## src/rtl/timer_bank_pkg.sv

```systemverilog
// Shared types and defaults for the timer bank.
package timer_bank_pkg;

  typedef enum logic [1:0] {
    MODE_UP_WRAP    = 2'b00,
    MODE_UP_SAT     = 2'b01,
    MODE_DN_ONESHOT = 2'b10,
    MODE_DN_RELOAD  = 2'b11
  } mode_e;

  localparam int unsigned CLK_HZ  = 50_000_000;
  localparam int unsigned TICK_HZ = 2000;

  // Prescaler divide ratio that turns clk_hz into a tick_hz strobe.
  function automatic int unsigned calc_div(input int unsigned clk_hz,
                                           input int unsigned tick_hz);
    return clk_hz / tick_hz;
  endfunction

endpackage

```

## src/rtl/timer_channel.sv

```systemverilog
// One timer channel: counter, reload register, terminal-count and busy logic.
module timer_channel
  import timer_bank_pkg::*;
#(
  parameter int unsigned WIDTH = 12
) (
  input  logic             clk_i,
  input  logic             rst_i,
  input  logic             enable_i,
  input  logic             clear_i,
  input  logic             load_i,
  input  logic [WIDTH-1:0] load_val_i,
  input  mode_e            mode_i,
  input  logic             step_i,
  output logic [WIDTH-1:0] count_o,
  output logic             done_o,
  output logic             busy_o
);

  localparam logic [WIDTH-1:0] Max = '1;
  localparam logic [WIDTH-1:0] One = WIDTH'(1);

  logic [WIDTH-1:0] count_d, count_q;
  logic [WIDTH-1:0] reload_d, reload_q;
  logic             done_d, done_q;

  // Next state: clear beats load beats step; done only ever comes from a step.
  always_comb begin
    count_d  = count_q;
    reload_d = reload_q;
    done_d   = 1'b0;
    if (clear_i) begin
      count_d = '0;
    end else if (load_i) begin
      count_d  = load_val_i;
      reload_d = load_val_i;
    end else if (step_i) begin
      unique case (mode_i)
        MODE_UP_WRAP: begin
          count_d = count_q + 1'b1;
          done_d  = (count_q == Max);
        end
        MODE_UP_SAT: begin
          if (count_q != Max) begin
            count_d = count_q + 1'b1;
            done_d  = (count_q == Max - 1'b1);
          end
        end
        MODE_DN_ONESHOT: begin
          if (count_q != '0) begin
            count_d = count_q - 1'b1;
            done_d  = (count_q == One);
          end
        end
        MODE_DN_RELOAD: begin
          if (count_q == One) begin
            count_d = reload_q;
            done_d  = 1'b1;
          end else if (count_q == '0) begin
            // Parked at zero: restart silently from the reload value.
            count_d = reload_q;
          end else begin
            count_d = count_q - 1'b1;
          end
        end
        default: ;
      endcase
    end
  end

  // Counter, reload and done registers.
  always_ff @(posedge clk_i or posedge rst_i) begin
    if (rst_i) begin
      count_q  <= '0;
      reload_q <= '0;
      done_q   <= 1'b0;
    end else begin
      count_q  <= count_d;
      reload_q <= reload_d;
      done_q   <= done_d;
    end
  end

  // Busy: down modes while nonzero; up modes while enabled and not pinned at MAX.
  always_comb begin
    busy_o = 1'b0;
    unique case (mode_i)
      MODE_UP_WRAP:                   busy_o = enable_i;
      MODE_UP_SAT:                    busy_o = enable_i && (count_q != Max);
      MODE_DN_ONESHOT, MODE_DN_RELOAD: busy_o = (count_q != '0);
      default:                        busy_o = 1'b0;
    endcase
  end

  assign count_o = count_q;
  assign done_o  = done_q;

endmodule

```

## src/rtl/timer_bank.sv

```systemverilog
// Bank of NUM_CH independent timers sharing one prescaler tick.
// Optional snapshot port set enabled by defining TIMER_BANK_SNAPSHOT_EN.
module timer_bank
  import timer_bank_pkg::*;
#(
  parameter int unsigned WIDTH  = 12,
  parameter int unsigned NUM_CH = 4,
  parameter int unsigned DIV    = calc_div(CLK_HZ, TICK_HZ)
) (
  input  logic                    clk_50M,
  input  logic                    i_Reset,
  input  logic [NUM_CH-1:0]       i_Enable,
  input  logic [NUM_CH-1:0]       i_Clear,
  input  logic [NUM_CH-1:0]       i_Load,
  input  logic [NUM_CH*WIDTH-1:0] i_LoadVal,
  input  logic [NUM_CH*2-1:0]     i_Mode,
  input  logic [NUM_CH-1:0]       i_TickSel,
  output logic [NUM_CH*WIDTH-1:0] o_Count,
  output logic [NUM_CH-1:0]       o_Done,
  output logic [NUM_CH-1:0]       o_Busy,
  output logic                    o_Tick
`ifdef TIMER_BANK_SNAPSHOT_EN
  ,
  input  logic                    i_Snap,
  output logic [NUM_CH*WIDTH-1:0] o_SnapCount
`endif
);

  localparam int unsigned PreW = $clog2(DIV);
  localparam logic [PreW-1:0] PreLast = PreW'(DIV - 1);

  logic [PreW-1:0] presc_d, presc_q;

  // Free-running prescaler, wraps at DIV-1.
  always_comb begin
    presc_d = (presc_q == PreLast) ? '0 : presc_q + 1'b1;
  end

  // Prescaler register.
  always_ff @(posedge clk_50M or posedge i_Reset) begin
    if (i_Reset) begin
      presc_q <= '0;
    end else begin
      presc_q <= presc_d;
    end
  end

  assign o_Tick = (presc_q == PreLast);

  for (genvar k = 0; k < NUM_CH; k++) begin : g_ch
    logic step;
    assign step = i_Enable[k] & (i_TickSel[k] ? o_Tick : 1'b1);

    timer_channel #(
      .WIDTH (WIDTH)
    ) u_channel (
      .clk_i      (clk_50M),
      .rst_i      (i_Reset),
      .enable_i   (i_Enable[k]),
      .clear_i    (i_Clear[k]),
      .load_i     (i_Load[k]),
      .load_val_i (i_LoadVal[k*WIDTH +: WIDTH]),
      .mode_i     (mode_e'(i_Mode[2*k +: 2])),
      .step_i     (step),
      .count_o    (o_Count[k*WIDTH +: WIDTH]),
      .done_o     (o_Done[k]),
      .busy_o     (o_Busy[k])
    );
  end

`ifdef TIMER_BANK_SNAPSHOT_EN
  logic [NUM_CH*WIDTH-1:0] snap_d, snap_q;

  // Capture all counts atomically when requested, hold otherwise.
  always_comb begin
    snap_d = i_Snap ? o_Count : snap_q;
  end

  // Snapshot register.
  always_ff @(posedge clk_50M or posedge i_Reset) begin
    if (i_Reset) begin
      snap_q <= '0;
    end else begin
      snap_q <= snap_d;
    end
  end

  assign o_SnapCount = snap_q;
`endif

endmodule

```

## config.mk

```make
export PLATFORM = sky130hd
export DESIGN_NAME = timer_bank
export DESIGN_NICKNAME = d
export VERILOG_FILES = /design/src/rtl/timer_bank_pkg.sv /design/src/rtl/timer_channel.sv /design/src/rtl/timer_bank.sv
export SDC_FILE = /design/constraint.sdc
export NUM_CORES = 1
export LEC_CHECK = 0
export ABC_AREA = 1
export CAP_MARGIN = 20
export CORE_MARGIN = 10
export CORE_UTILIZATION = 36
export DETAILED_ROUTE_END_ITERATION = 16
export PLACE_DENSITY = 0.58
export RECOVER_POWER = 50
export SLEW_MARGIN = 20
export SYNTH_ARGS = -nofsm -noshare
export SYNTH_HDL_FRONTEND = slang
export SYNTH_HIERARCHICAL = 1
export SYNTH_SLANG_ARGS = --single-unit
```

## constraint.sdc

```tcl
create_clock -name clk_50M -period 5.9 [get_ports clk_50M]
set_clock_uncertainty 0.2 [all_clocks]
set_input_delay 0.59 -clock clk_50M [delete_from_list [all_inputs] [get_ports clk_50M]]
set_output_delay 0.59 -clock clk_50M [all_outputs]
set_load 0.005 [all_outputs]
```

# ---- Word level (Yosys, flattened, before mapping)
# Cells that the tools add are included.
dict set report classes {
  addsub 9
  n_mul 0
  n_div 0
  n_lt_le_gt_ge 0
  eq_ne 37
  shift 0
  muxes 69
  n_bitwise 8
  n_reduce_logical 32
}
# op count
set ops {}
lappend ops {{$mux 12} 28}
lappend ops {{$pmux 12 s4} 4}
lappend ops {{$eq 12x12->1 const B} 8}
lappend ops {{$add 12x1->12 const B} 4}
lappend ops {{$eq 12x1->1 const B} 4}
lappend ops {{$logic_not 12->1} 4}
lappend ops {{$ne 12x12->1 const B} 4}
lappend ops {{$reduce_bool 12->1} 4}
lappend ops {{$sub 12x1->12 const B} 4}
lappend ops {{$ne 4x3->1 const B} 8}
lappend ops {{$mux 1} 28}
lappend ops {{$eq 2x2->1 const B} 8}
lappend ops {{$pmux 1 s4} 4}
lappend ops {{$add 15x1->15 const B} 1}
lappend ops {{$eq 15x15->1 const B} 1}
lappend ops {{$mux 15} 1}
lappend ops {{$pmux 1 s3} 4}
lappend ops {{$reduce_and 3->1} 4}
lappend ops {{$reduce_bool 3->1} 4}
lappend ops {{$eq 2x1->1 const B} 4}
lappend ops {{$logic_not 2->1} 4}
lappend ops {{$reduce_and 2->1} 4}
lappend ops {{$reduce_or 2->1} 4}
lappend ops {{$and 1x1->1} 4}
lappend ops {{2 further kinds} 8}
dict set report totals {
  regBits 115
  latchBits 0
  ramBits 0
  romBits 0
  in_bits 74
  output_inout_bits 57
  elab_cells 168
  memories 0
}

# ---- Logic depth before layout (Yosys ltp)
dict set report logic_depth {
  depth_word 7
  depth_mapped 12
  depth_no_buf 12
}

# ---- Modules after synthesis
# Netlist, hierarchy kept.
# mod n_inst cells_each area_each_um2 seq_area_each_um2
set modules_own_cells {}
lappend modules_own_cells {{timer_channel (g_ch[0].u_channel ...)} 3 327 2074.5 625.6}
lappend modules_own_cells {{timer_channel (g_ch[3].u_channel)} 1 326 2072.0 625.6}
lappend modules_own_cells {timer_bank 1 134 960.9 375.4}

# ---- Worst setup path before layout
# OpenSTA, ideal clock, no wires.
dict set report synth_path {
  kind {flip-flop to output port}
  startpoint {reg g_ch[0].u_channel.count_q[0]}
  endpoint {out o_Busy[0]}
  arrival_ns 1.287
  t_required_ns 5.110
  path_slack_ns 3.823
  path_stages_with_launch 7
  path_buffers 0
  path_cell_list {dfrtp_1 -> inv_1 -> ha_1 -> inv_1 -> nor2_1 -> nand2_1 -> a22o_1}
}
dict set report synth_via {
  elab_chain_cells 3
  elab_cells_between_ends 4
  classes_between {eq/ne (1); mux (1); reduce/logical (2)}
}
# item line_no
set synth_lines {}
lappend synth_lines {{from (decl)} timer_channel.sv:23} ;# logic [WIDTH-1:0] count_d, count_q;
lappend synth_lines {{from (signal assigned)} timer_channel.sv:78} ;# count_q <= count_d;
lappend synth_lines {{$ne 12x12->1} timer_channel.sv:89} ;# MODE_UP_SAT: busy_o = enable_i && (count_q != Max);
lappend synth_lines {{$logic_and 1x1->1} timer_channel.sv:89}
lappend synth_lines {{$pmux 1 s3 *} timer_channel.sv:87} ;# unique case (mode_i)
lappend synth_lines {{to (decl)} timer_bank.sv:20} ;# output logic [NUM_CH-1:0] o_Busy,
# Every way passes the cells marked *; elsewhere a longest branch is shown, timed or not.

# ---- Final worst setup path
# Ends and elaborated chain as after synthesis.

==> flow_summary.ini <==
[synth]
synth_fp_nets = 1536
netlist.area_leader.share_pct = 31.09
synth_top_area_cell = dfrtp_1
ys_seq_elements = 115
yosysMostFrequentCell = nand2_1
synth_common_cells = nand2_1, nor2_1, inv_1
ys_seq_area_share_pct = 31.09
syn_area_per_cell_um2 = 6.424
synthFlopType = dfrtp_1
ys_top_cells_by_area = dfrtp_1, nand2_1, nor2_1, inv_1, nand3_1
synthCells = 1441
netlist_area_um2 = 9256
synthArstFlopShare_pct = 100.0
ys_warn_count = 6
synth_cell_types = 36
synth_edf_count = 0

[min_path]
min_path_type = flop to flop
worstHoldStart = presc_q[0]
hold_depth = 1

[pwr]
pwr-share-comb_pct = 24.3
vdd.ir_drop.worst_v = 0.0001582
clock_power_share_pct = 40.6
power_density_nw_per_um2 = 245.8
power.switching_w = 0.0009127
p_total_w = 0.002793
power.leakage_nw = 5.581
internal-power_w = 0.001880
p_sw_share_pct = 32.68
seqPwrFrac_pct = 35.1

[clock_network]
cts_buffers = 17
cts.sinks = 115
cts_buffer_depth = 2
insertion_delay_ns = 0.43
cts-root-buf = clkbuf_16
cts_tree = done
postCtsHoldBufs = 0
clk_pin_slew_ns = 0.06
cts_htree_levels = 4
cts_resized = 0
postCtsSetupRepairBufs = 0

[setup_path]
worstSetupStartpointType = flop
critical_path.max_stage_delay_ns = 0.47
worstPathRequired_ns = 5.11
crit_fanout = 7
crit_chain = inv_1 -> ha_1 -> inv_1 -> nor2_1 -> nand2_1 -> a22o_1 -> clkdlybuf4s50_1
path_class = flop to output port
worst_path_most_repeated_cell = inv_1
startpoint = g_ch[0].u_channel/count_o[0]
critPathSlowestCell = dfrtp_1
end_kind = output port
r2r-start = presc_q[0]
critPathArrivalTime_ns = 2.47
worstRegToRegCells = 10

[drt]
met2WireLength_um = 12630
drtAntennaViolNets = 0
dr.max_layer_used = met4
via_count = 9367
wl_met1_um = 13000
drc = 0
totalWireLength_um = 27210
drt_iter0_drc = 812
drtPass1Iterations = 5
drt-vias-per-instance = 4.927
routedWlPerCell_um = 14.31
dr_wl_met3_um = 1288

[flow_run]
drv_cap = 0

[placement]
place.port_buffers = 130
gp_congestion = 0.9102
hpwl_um = 20170
place_ws_ns = 2.718

[layout]
final-seq-area_um2 = 2878
n_fill_cell = 2665
drive_gt1_share_pct = 10.12
area_growth_pct = 22.76
fin_nets = 1653
diodes = 0
multi_input_area_um2 = 5259

[sta]
layout_setup_ws_ns = 2.642
slew_headroom_pct = 30.22
max_freq_mhz = 306.9
fin_setup_tns_ns = 0
rsz0062_at_grt = false
period_minus_slack_ns = 3.258
setup_viol = 0
slew_viol_final = 0
tightest_slew_ns = 1.046
period_share_pct = 55.22
hold_viol = 0

[floorplan]
core_area_um2 = 25250
die_h_um = 180.4
initial_core_util_pct = 36.65
ioPinCount = 131
die_area_um2 = 32530
num_rows = 58
die_w_um = 180.4

[global_routing]
grt.overflow.total = 0
grt_pass1_wl_um = 45910
grt_start_max_net_pins = 26
grt.total_usage_pct = 16.69
grt_antenna_before_repair = 0
grt_pass1_vias = 9005

[status]
outcome = complete, no violations
-- layout make-up --
cell class	instances	share of cell area, %
sequential	115	25.32
timing repair buffer	136	11.68
tap	330	3.634
inverter	225	7.476
multi-input combinational	1063	46.28
clock inverter	12	1.586
clock buffer	20	4.019
-- routing by layer --
metal | global-route usage [%] | vias up
li1 | - | 4769
met1 | 22.30 | 4315
met2 | 27.19 | 258
met3 | 2.771 | 25
met4 | 4.495 | 0
met5 | 0 | -
-- flip-flops by register name, indices dropped and copies added (netlist names) --
signal                   flops
g_ch.u_channel/done_o        4
g_ch.u_channel/reload_q     48
presc_q                     15
g_ch.u_channel/count_o      48
-- power groups by stage --
stage	Clock, W	Sequential [W]	Combinational, W
CTS	0.00116	0.000979	0.000684
global route	0.00120	0.000994	0.000773
finish	0.00113	0.000980	0.000679
floorplan	0	0.000950	0.000460
global placement	0	0.000992	0.000675
detailed placement	0	0.000993	0.000679
-- worst max-delay path, delay by kind of cell, from the launching register on --
| kind | cells | cell delay, ns |
|---|---|---|
| flops | 1 | 0.47 |
| buf+inv | 3 | 0.73 |
| simple gates | 2 | 0.41 |
| compound gates | 1 | 0.25 |
| fa+ha+maj | 1 | 0.18 |
-- worst paths after layout --
kind | to | slack, ns
worst min register to register | presc_q[0] | 0.28
worst max register to register | g_ch[2].u_channel/count_o[3] | 3.21
max in group asynchronous | g_ch[2].u_channel/reload_q[10] | 3.88
min in group asynchronous | g_ch[2].u_channel/count_o[11] | 0.52
worst min-delay path | presc_q[0] | 0.28
worst max-delay path | o_Busy[0] | 2.64
-- cells by family after synthesis --
group                      count (synthesis)  synth area share, %
xor gates and xnor gates                  23                2.176
and+or+nand+nor                          822                39.38
DFF                                      115                31.09
adders and majority gates                 21                2.839
buffers and inverters                    263                11.94
AOI/OAI and AO/OA                        197                12.58
-- stage by stage --
| step | util (%) | cell area, µm² | hold WS (ns) | std cells |
|---|---|---|---|---|
| 3_5_place_dp | 42.58 | 10750 | 0.2702 | 1868 |
| 6_report | 45.00 | 11360 | 0.2804 | 1901 |
| 2_1_floorplan | - | 9256 | 0.2422 | 1441 |
| 4_1_cts | 45.10 | 11390 | 0.2832 | 1900 |
| 3_3_place_gp | 42.58 | 10750 | 0.2631 | 1868 |
| 5_1_grt | 45.00 | 11360 | 0.2975 | 1901 |
-- placed cells by master (no fill, tap or decap), drive strengths merged, types with 9 or more instances in the layout --
cell type / synthesis / final
nor2: 268 / 268
dfrtp: 115 / 115
inv: 221 / 219
o21ai: 94 / 94
nor3: 10 / 10
xor2: 19 / 19
a21oi: 85 / 85
clkdlybuf4s50: 0 / 125
nand2: 392 / 392
clkbuf: 11 / 25
nand3: 122 / 122
nand4: 29 / 29
ha: 21 / 21
clkinv: 4 / 9
(Power assumes the default switching activity.)
